--- config.mk ---
export PLATFORM = sky130hd
export DESIGN_NAME = sipo_framed
export DESIGN_NICKNAME = d
export VERILOG_FILES = /design/src/rtl/sipo_framed.sv
export SDC_FILE = /design/constraint.sdc
export NUM_CORES = 1
export LEC_CHECK = 0
export BUFFER_PORTS_ARGS = -buffer_cell sky130_fd_sc_hd__buf_4
export CAP_MARGIN = 5
export CORE_MARGIN = 5
export CORE_UTILIZATION = 38
export DETAILED_ROUTE_END_ITERATION = 12
export SLEW_MARGIN = 20
export SYNTH_ARGS = -nofsm -noshare
export SYNTH_HDL_FRONTEND = slang
export SYNTH_SLANG_ARGS = --single-unit
--- constraint.sdc ---
create_clock -name clk -period 2.1 [get_ports clk]
set_clock_uncertainty 0.1 [all_clocks]
set_input_delay 0.105 -clock clk [delete_from_list [all_inputs] [get_ports clk]]
set_output_delay 0.105 -clock clk [all_outputs]
set_load 0.1 [all_outputs]
--- src/rtl/sipo_framed.sv ---
// sipo_framed: serial-in/parallel-out deserialiser with framing.
// Collects one serial bit per qualified clock into a WIDTH-bit word. The bit
// order is set by MSB_FIRST. A completed word is copied into a holding
// register and announced with a one-cycle out_valid pulse.
// Optional feature macro: SIPO_FRAMED_PARITY_EN. When it is defined, a
// trailing even-parity bit follows the data bits, and its check result is
// reported on parity_err.
//
// Ports:
//   clk          rising-edge clock
//   reset        asynchronous active-high reset
//   serial_in    serial data bit, sampled when shift_en=1
//   shift_en     qualifies serial_in on this edge
//   clear        synchronous frame abort (wins over shift_en)
//   parallel_out last completed word, held until the next completion
//   out_valid    one-cycle pulse when parallel_out is updated
//   busy         partial frame buffered (bit_count != 0)
//   bit_count    bits accepted in the current frame
//   parity_err   parity result of the last frame (0 without parity)
module sipo_framed #(
  parameter int WIDTH     = 8,
  parameter bit MSB_FIRST = 1'b1,
  parameter int CW        = $clog2(WIDTH + 1)
) (
  input  logic             clk,
  input  logic             reset,
  input  logic             serial_in,
  input  logic             shift_en,
  input  logic             clear,
  output logic [WIDTH-1:0] parallel_out,
  output logic             out_valid,
  output logic             busy,
  output logic [CW-1:0]    bit_count,
  output logic             parity_err
);

`ifdef SIPO_FRAMED_PARITY_EN
  localparam int FL = WIDTH + 1;
`else
  localparam int FL = WIDTH;
`endif

  logic [WIDTH-1:0] r_sr;
  logic [WIDTH-1:0] r_word;
  logic [CW-1:0]    r_count;
  logic             r_valid;

  logic             w_accept;
  logic             w_last;
  logic             w_data_bit;
  logic [WIDTH-1:0] w_sr_shift;
  logic [WIDTH-1:0] w_word;

  assign w_accept = shift_en & ~clear;
  assign w_last   = w_accept && (r_count == CW'(FL - 1));

  always_comb begin
    w_sr_shift = r_sr;
    if (MSB_FIRST) begin
      w_sr_shift = {r_sr[WIDTH-2:0], serial_in};
    end else begin
      w_sr_shift = {serial_in, r_sr[WIDTH-1:1]};
    end
  end

`ifdef SIPO_FRAMED_PARITY_EN
  logic r_perr;

  // The final bit of a frame is the parity bit. It is not shifted into sr,
  // so the data word is already complete in sr when that bit arrives.
  assign w_data_bit = (r_count != CW'(WIDTH));
  assign w_word     = r_sr;

  always_ff @(posedge clk or posedge reset) begin
    if (reset) begin
      r_perr <= 1'b0;
    end else if (w_last) begin
      r_perr <= (^r_sr) ^ serial_in;
    end
  end

  assign parity_err = r_perr;
`else
  // The completing bit is a data bit, so the word includes it.
  assign w_data_bit = 1'b1;
  assign w_word     = w_sr_shift;
  assign parity_err = 1'b0;
`endif

  always_ff @(posedge clk or posedge reset) begin
    if (reset) begin
      r_sr    <= '0;
      r_word  <= '0;
      r_count <= '0;
      r_valid <= 1'b0;
    end else begin
      r_valid <= 1'b0;
      if (clear) begin
        r_sr    <= '0;
        r_count <= '0;
      end else if (shift_en) begin
        if (w_data_bit) begin
          r_sr <= w_sr_shift;
        end
        if (w_last) begin
          r_word  <= w_word;
          r_valid <= 1'b1;
          r_count <= '0;
        end else begin
          r_count <= r_count + CW'(1);
        end
      end
    end
  end

  assign parallel_out = r_word;
  assign out_valid    = r_valid;
  assign bit_count    = r_count;
  assign busy         = (r_count != '0);

endmodule

==> results of run 1 <==
==> tightest hold or removal path: cells and delay by family <==
family                    cells  cell delay (ns)
buffers and inverters         1             0.18
and+or+nand+nor               1             0.04
xor gates and xnor gates      1             0.15
==> final cells by class <==
| class | instances | area [um2] |
|---|---|---|
| multi-input combinational | 39 | 310.3 |
| timing repair buffer | 22 | 172.7 |
| clock buffer | 3 | 22.52 |
| clock inverter | 1 | 30.03 |
| fill | 192 | 1057 |
| inverter | 3 | 11.26 |
| tap | 28 | 35.03 |
| sequential | 20 | 509.2 |
==> per-stage QoR <==
stage / power, W / cells / util [%] / worst slack (ns) / cell area (um2)
2_1_floorplan: 0.0005021 / 65 / - / 0.09095 / 847.1
6_report: 0.0008374 / 116 / 50.79 / 0.2994 / 1091
5_1_grt: 0.0008716 / 116 / 50.79 / 0.2146 / 1091
4_1_cts: 0.0008492 / 116 / 50.79 / 0.2913 / 1091
3_3_place_gp: 0.0005264 / 109 / 46.94 / 0.3885 / 1008
3_5_place_dp: 0.0005271 / 109 / 46.94 / 0.3446 / 1008
==> state kept, by name, indices dropped and copies added, names as in the netlist <==
register	cells
bit_count	4
parallel_out	8
r_sr	7
out_valid	1
==> cells in the final DEF, fill, tap and decap left out <==
master	n
a21oi_1	1
nor4b_4	1
xnor2_1	1
dfrtp_2	1
nor2_1	11
inv_1	3
clkbuf_4	3
nand2_1	3
buf_4	19
conb_1	1
dfrtp_1	17
dlygate4sd3_1	3
nand4_1	1
xor2_1	1
or3_1	1
ha_1	2
mux2i_1	8
dfrtp_4	2
bufinv_16	1
mux2_2	8
==> kinds of logic after synthesis <==
kind of cell,Yosys count
adders and majority gates,2
other,1
buffers and inverters,6
muxes,16
and+or+nand+nor,17
DFF,20
xor gates and xnor gates,2
AOI/OAI and AO/OA,1
==> worst max path at each step <==
stage,start,endpoint,slack [ns],cells past startpoint
floorplan,bit_count[1]$_DFFE_PP0P_,parallel_out[0]$_DFFE_PP0P_,0.09,4
global placement,bit_count[1]$_DFFE_PP0P_,parallel_out[2]$_DFFE_PP0P_,0.39,5
detailed placement,bit_count[0]$_DFFE_PP0P_,parallel_out[2]$_DFFE_PP0P_,0.34,5
CTS,bit_count[0]$_DFFE_PP0P_,parallel_out[1]$_DFFE_PP0P_,0.29,5
global route,bit_count[0]$_DFFE_PP0P_,parallel_out[1]$_DFFE_PP0P_,0.21,5
finish,bit_count[0]$_DFFE_PP0P_,parallel_out[1]$_DFFE_PP0P_,0.30,5
==> where the power goes <==
part	switching [W]	internal [W]
registers	0.00000770	0.000394
clock network	0.000122	0.000193
logic	0.0000913	0.0000297
==> timing repair <==
action,4_1_cts,5_1_grt
setup endpoints to repair,0,0
endpoints found under the hold margin,32,0
hold buffers,3,0
==> layer usage <==
layer / vias to the layer above / wire, um / GRT usage [%]
met2: 19 / 699 / 15.99
li1: 258 / - / -
met4: 0 / 0 / 2.980
met5: - / 0 / 0
met3: 0 / 123 / 4.751
met1: 258 / 694 / 14.39
==> reports/qor.txt, run 1 <==
status = finished clean
crit-path cells = ha_1 -> nand2_1 -> nor4b_4 -> buf_4 -> mux2_2
top cell type's share of synthesized area = 59.70%
Hold Violations, Final = 0
post-synthesis cell count = 65
top cells by area, synth = dfrtp_1 (60%), mux2_2 (11%), mux2i_1 (9.6%)
detailed-route via count = 535
Chip Width = 56.97 um
Pins Over Slew Limit = 0
async set-reset flop share out of synthesis = 100.0%
# DRC = 0
FF+latch count, synth = 20
max_cap viols = 0
area grow syn2layout = 30.15%
CTS sink cnt = 20
simple-gate portion of the synthesized area = 10.60%
die height = 56.97 um
Power per Cell Area = 767.6 nW/um2
Clk Latency, worst-skew pair = 0.31 ns
syn nets = 72
hold_sp = shift_en
aggregate global-route resource usage = 10.78%
Clk pin slew, worst setup/hold paths = 0.12 ns
cell taking the most area after synthesis = dfrtp_1
IO Port Bufs = 18
crit path max fanout = 9
endpoint of the worst hold path = bit_count[0]$_DFFE_PP0P_
worst r2r dst = parallel_out[1]$_DFFE_PP0P_
total grt overflow = 0
R2R setup slack = 0.30 ns
mux cell area share after synthesis = 20.30%
CTS tree = yes
CP Launch Type = flip-flop
first-pass GRT wire length = 2725 um
Arr. time, crit path = 1.90 ns
count of cell types in the netlist = 17
ant diodes = 0
Initial Utilization = 39.02%
initial antenna violation count = 0
Critical path buffers and inverters = 1
Req. time, crit path = 2.19 ns
Max VDD drop = 0.5960 mV
Worst path top cell family by delay = flip-flops
Commonest cells post-synth = dfrtp_1 (20), nor2_1 (11), mux2_2 (8), mux2i_1 (8)
Max Root-Sink Buffers = 2
gpl congestion = 0.6446
slew margin rel. = 50.15%
slowest stage delay, CP = 0.46 ns
# rows = 17
DRT Pass-1 Iters = 2
Detail Route Antenna Nets = 0
layout cell share with drive strength beyond 1 = 39.77%
final wirelength = 1517 um
synthesized area per cell = 12.90 um2
hold crit path type = primary input to flip-flop
vias per cell = 4.612
reg2reg path depth = 5
hold depth = 3
largest family of logic cells by synthesized area = multiplexers
Post-CTS Setup Bufs = 0
CTS HTree Levels = 1
die area = 3246 um2
xor and xnor area share after synthesis = 2.090%
P_leak = 0.5618 nW
detailed placement HPWL = 1019 um
CP Class = flip-flop to flip-flop
CP Capture Type = flip-flop
first-iteration detailed-routing DRC count = 5
sequential-to-total area share from yosys stat = 59.70%
total CTS buffers = 3
vias in the first global route = 577
unrepaired setup endpoints after global routing = false
fmax = 555.4 MHz
fin crit share = 85.74%
fin crit period = 1.801 ns
DR WL/cell = 13.08 um
final setup fails = 0
synthesized-area fraction occupied by adder cells = 2.985%
Final nets = 96
largest net degree at the start of global routing = 21
Synth Area in Compound Gates = 0.5970%
RR Startpoint = bit_count[0]$_DFFE_PP0P_
Mapped Area = 838.3 um2
post-CTS sizing = 0
worst slew pin tran = 0.7470 ns
I/O pins = 20
most common cell in the netlist = dfrtp_1
slowest cell on the critical path = dfrtp_4
leading register cell type out of synthesis = dfrtp_1
setup TNS = 0 ns
CTS root buffer = clkbuf_4
EDFF count, synth = 0
hold_ws = 0.07923 ns
CORE AREA = 2148 um2
Syn. warnings = 0
(Power assumes the default switching activity.)
==> run 2: changes to the inputs <==
--- a/config.mk
+++ b/config.mk
@@ -5,11 +5,15 @@
 export SDC_FILE = /design/constraint.sdc
 export NUM_CORES = 1
 export LEC_CHECK = 0
+export ABC_CLOCK_PERIOD_IN_PS = 1900
 export BUFFER_PORTS_ARGS = -buffer_cell sky130_fd_sc_hd__buf_4
 export CAP_MARGIN = 5
+export CELL_PAD_IN_SITES_DETAIL_PLACEMENT = 1
+export CELL_PAD_IN_SITES_GLOBAL_PLACEMENT = 1
 export CORE_MARGIN = 5
 export CORE_UTILIZATION = 38
 export DETAILED_ROUTE_END_ITERATION = 12
+export PLACE_DENSITY_LB_ADDON = 0.1
 export SLEW_MARGIN = 20
 export SYNTH_ARGS = -nofsm -noshare
 export SYNTH_HDL_FRONTEND = slang
==> constraint.sdc (replaced) <==
create_clock -name clk -period 1.9 [get_ports clk]
set_clock_uncertainty 0.1 [all_clocks]
set_input_delay 0.095 -clock clk [delete_from_list [all_inputs] [get_ports clk]]
set_output_delay 0.095 -clock clk [all_outputs]
set_load 0.1 [all_outputs]
==> reports/qor.txt, run 2 (synthesis gave the netlist of run 1 again) <==
sw frac = 26.92% (+0.54 points)
Req. time, crit path = 2.01 ns (-0.18 ns)
Power per Cell Area = 836.2 nW/um2 (+8.9%)
gpl congestion = 0.6300 (-2.3%)
Clk pin slew, worst setup/hold paths = 0.12 ns (about the same)
Largest register FFs = 8 (unchanged)
largest net degree at the start of global routing = 21 (unchanged)
status = finished clean
Max Root-Sink Buffers = 2 (unchanged)
CP Capture Type = flip-flop
fmax = 605.2 MHz (+9.0%)
hold_sp = shift_en
endpoint of the worst hold path = bit_count[0]$_DFFE_PP0P_
max_cap viols = 0 (unchanged)
Hold Violations, Final = 0 (unchanged)
IO Port Bufs = 18 (unchanged)
fin crit period = 1.652 ns (-0.1483 ns)
post-route non-filler standard cell count = 117 (+0.86%)
die height = 56.97 um (unchanged)
Final nets = 97 (+1.0%)
Detail Route Antenna Nets = 0 (unchanged)
final wirelength = 1663 um (+9.6%)
R2R setup slack = 0.25 ns (-0.05 ns)
vias in the first global route = 629 (+9.0%)
layout cell share with drive strength beyond 1 = 43.82% (+4.0 points)
ant diodes = 0 (unchanged)
CP Class = flip-flop to flip-flop
die area = 3246 um2 (unchanged)
# rows = 17 (unchanged)
total grt overflow = 0 (unchanged)
final setup fails = 0 (unchanged)
Clk Latency, worst-skew pair = 0.31 ns (about the same)
clock share of power = 37.7% (about the same)
commonest non-fill, non-tap cell in the layout = buf_4
worst r2r dst = parallel_out[6]$_DFFE_PP0P_
area grow syn2layout = 33.43%
Reg power frac = 47.7% (-0.2 points)
Chip Width = 56.97 um (unchanged)
Max VDD drop = 0.4098 mV (-31%)
detailed-route via count = 572 (+6.9%)
initial antenna violation count = 0 (unchanged)
final core occ = 52.07% (+1.3 points)
placed insts = 110 (+0.92%)
Pins Over Slew Limit = 0 (unchanged)
Sw Pwr = 0.0002518 W (+14%)
vias per cell = 4.889 (+6.0%)
CTS root buffer = clkbuf_4
hold crit path type = primary input to flip-flop
first-iteration detailed-routing DRC count = 8 (+3)
RR Startpoint = bit_count[0]$_DFFE_PP0P_
part of the power in combinational logic = 14.7% (+0.3 points)
Initial Utilization = 39.02% (unchanged)
crit path max fanout = 9 (unchanged)
Setup crit start = bit_count[0]$_DFFE_PP0P_
# DRC = 0 (unchanged)
I/O pins = 20 (unchanged)
first-pass GRT wire length = 2870 um (+5.3%)
CORE AREA = 2148 um2 (unchanged)
Filler cells = 236 (+23%)
aggregate global-route resource usage = 11.75% (+0.97 points)
DRT Pass-1 Iters = 3 (+1)
total CTS buffers = 3 (unchanged)
CP Launch Type = flip-flop
P_leak = 0.5649 nW (+0.54%)
internal power = 0.0006835 W (+11%)
Arr. time, crit path = 1.76 ns (-0.14 ns)
most frequent cells in the layout = buf_4 (20), dfrtp_1 (16), nor2_1 (11), mux2i_1 (8), mux2_2 (7)
hold depth = 3 (unchanged)
CTS tree = yes
CTS sink cnt = 20 (unchanged)
reg2reg path depth = 5 (unchanged)
fin crit share = 86.96% (+1.2 points)
unrepaired setup endpoints after global routing = false
DR WL/cell = 14.21 um (+8.7%)
CTS HTree Levels = 1 (unchanged)
detailed placement HPWL = 1164 um (+14%)
-- run 2: changes by cell type in the layout (fill, tap and decap cells not counted) --
cell,before,now
nand2_2,0,1
dfrtp_1,17,16
buf_4,19,20
mux2_4,0,1
ha_1,2,1
mux2_2,8,7
nand2_1,3,2
ha_4,0,1
dfrtp_2,1,2
-- run 2: metrics by stage --
stage | instance area [um2] | worst slack [ns] | hold WS (ns) | TNS (ns) | power (W)
floorplan | 867.1 | -0.02932 | -0.04127 | -0.2053 | 0.0005576
global placement | 1036 | 0.2770 | 0.04279 | 0 | 0.0005866
detailed placement | 1036 | 0.2447 | 0.05947 | 0 | 0.0005880
CTS | 1119 | 0.2312 | 0.07165 | 0 | 0.0009553
global route | 1119 | 0.1646 | 0.08232 | 0 | 0.0009829
finish | 1119 | 0.2477 | 0.08635 | 0 | 0.0009354
-- run 2: worst max-delay path, stage by stage, from the launching register on --
cell,delay [ns]
dfrtp_4,0.47
ha_4,0.14
nand2_2,0.07
nor4b_4,0.20
buf_4,0.22
mux2_2,0.35
-- run 2: worst max-delay path by stage --
| stage | to | slack (ns) | cells after the start |
|---|---|---|---|
| finish | parallel_out[6]$_DFFE_PP0P_ | 0.25 | 5 |
| CTS | parallel_out[6]$_DFFE_PP0P_ | 0.23 | 5 |
| global placement | parallel_out[4]$_DFFE_PP0P_ | 0.28 | 5 |
| floorplan | parallel_out[0]$_DFFE_PP0P_ | -0.03 | 4 |
| detailed placement | parallel_out[6]$_DFFE_PP0P_ | 0.24 | 5 |
| global route | parallel_out[2]$_DFFE_PP0P_ | 0.16 | 5 |
-- run 2: what timing repair did --
action	CTS	global route
hold buffers	3	0
resized for setup	0	0
buffers inserted	0	0
hold endpoints to repair	32	0
-- run 2: per-layer routing --
layer / routed length [um] / track usage, %
met1: 720 / 13.43
met2: 813 / 19.58
met3: 76 / 2.489
met4: 52 / 7.947
met5: 0 / 0
-- run 2: final cells by class --
cell class / instances / area (um2) / area share (%)
inverter: 3 / 11.26 / 1.007
multi-input combinational: 39 / 329.1 / 29.42
timing repair buffer: 23 / 180.2 / 16.11
clock buffer: 3 / 22.52 / 2.013
clock inverter: 1 / 30.03 / 2.685
tap: 28 / 35.03 / 3.132
sequential: 20 / 510.5 / 45.64
-- run 2: power by group through the flow --
stage	clock network (W)	registers, W	logic [W]
after floorplan	0	0.000486	0.0000712
after global placement	0	0.000454	0.000133
after detailed placement	0	0.000455	0.000133
after CTS	0.000370	0.000446	0.000139
after global routing	0.000389	0.000447	0.000146
final	0.000352	0.000446	0.000137
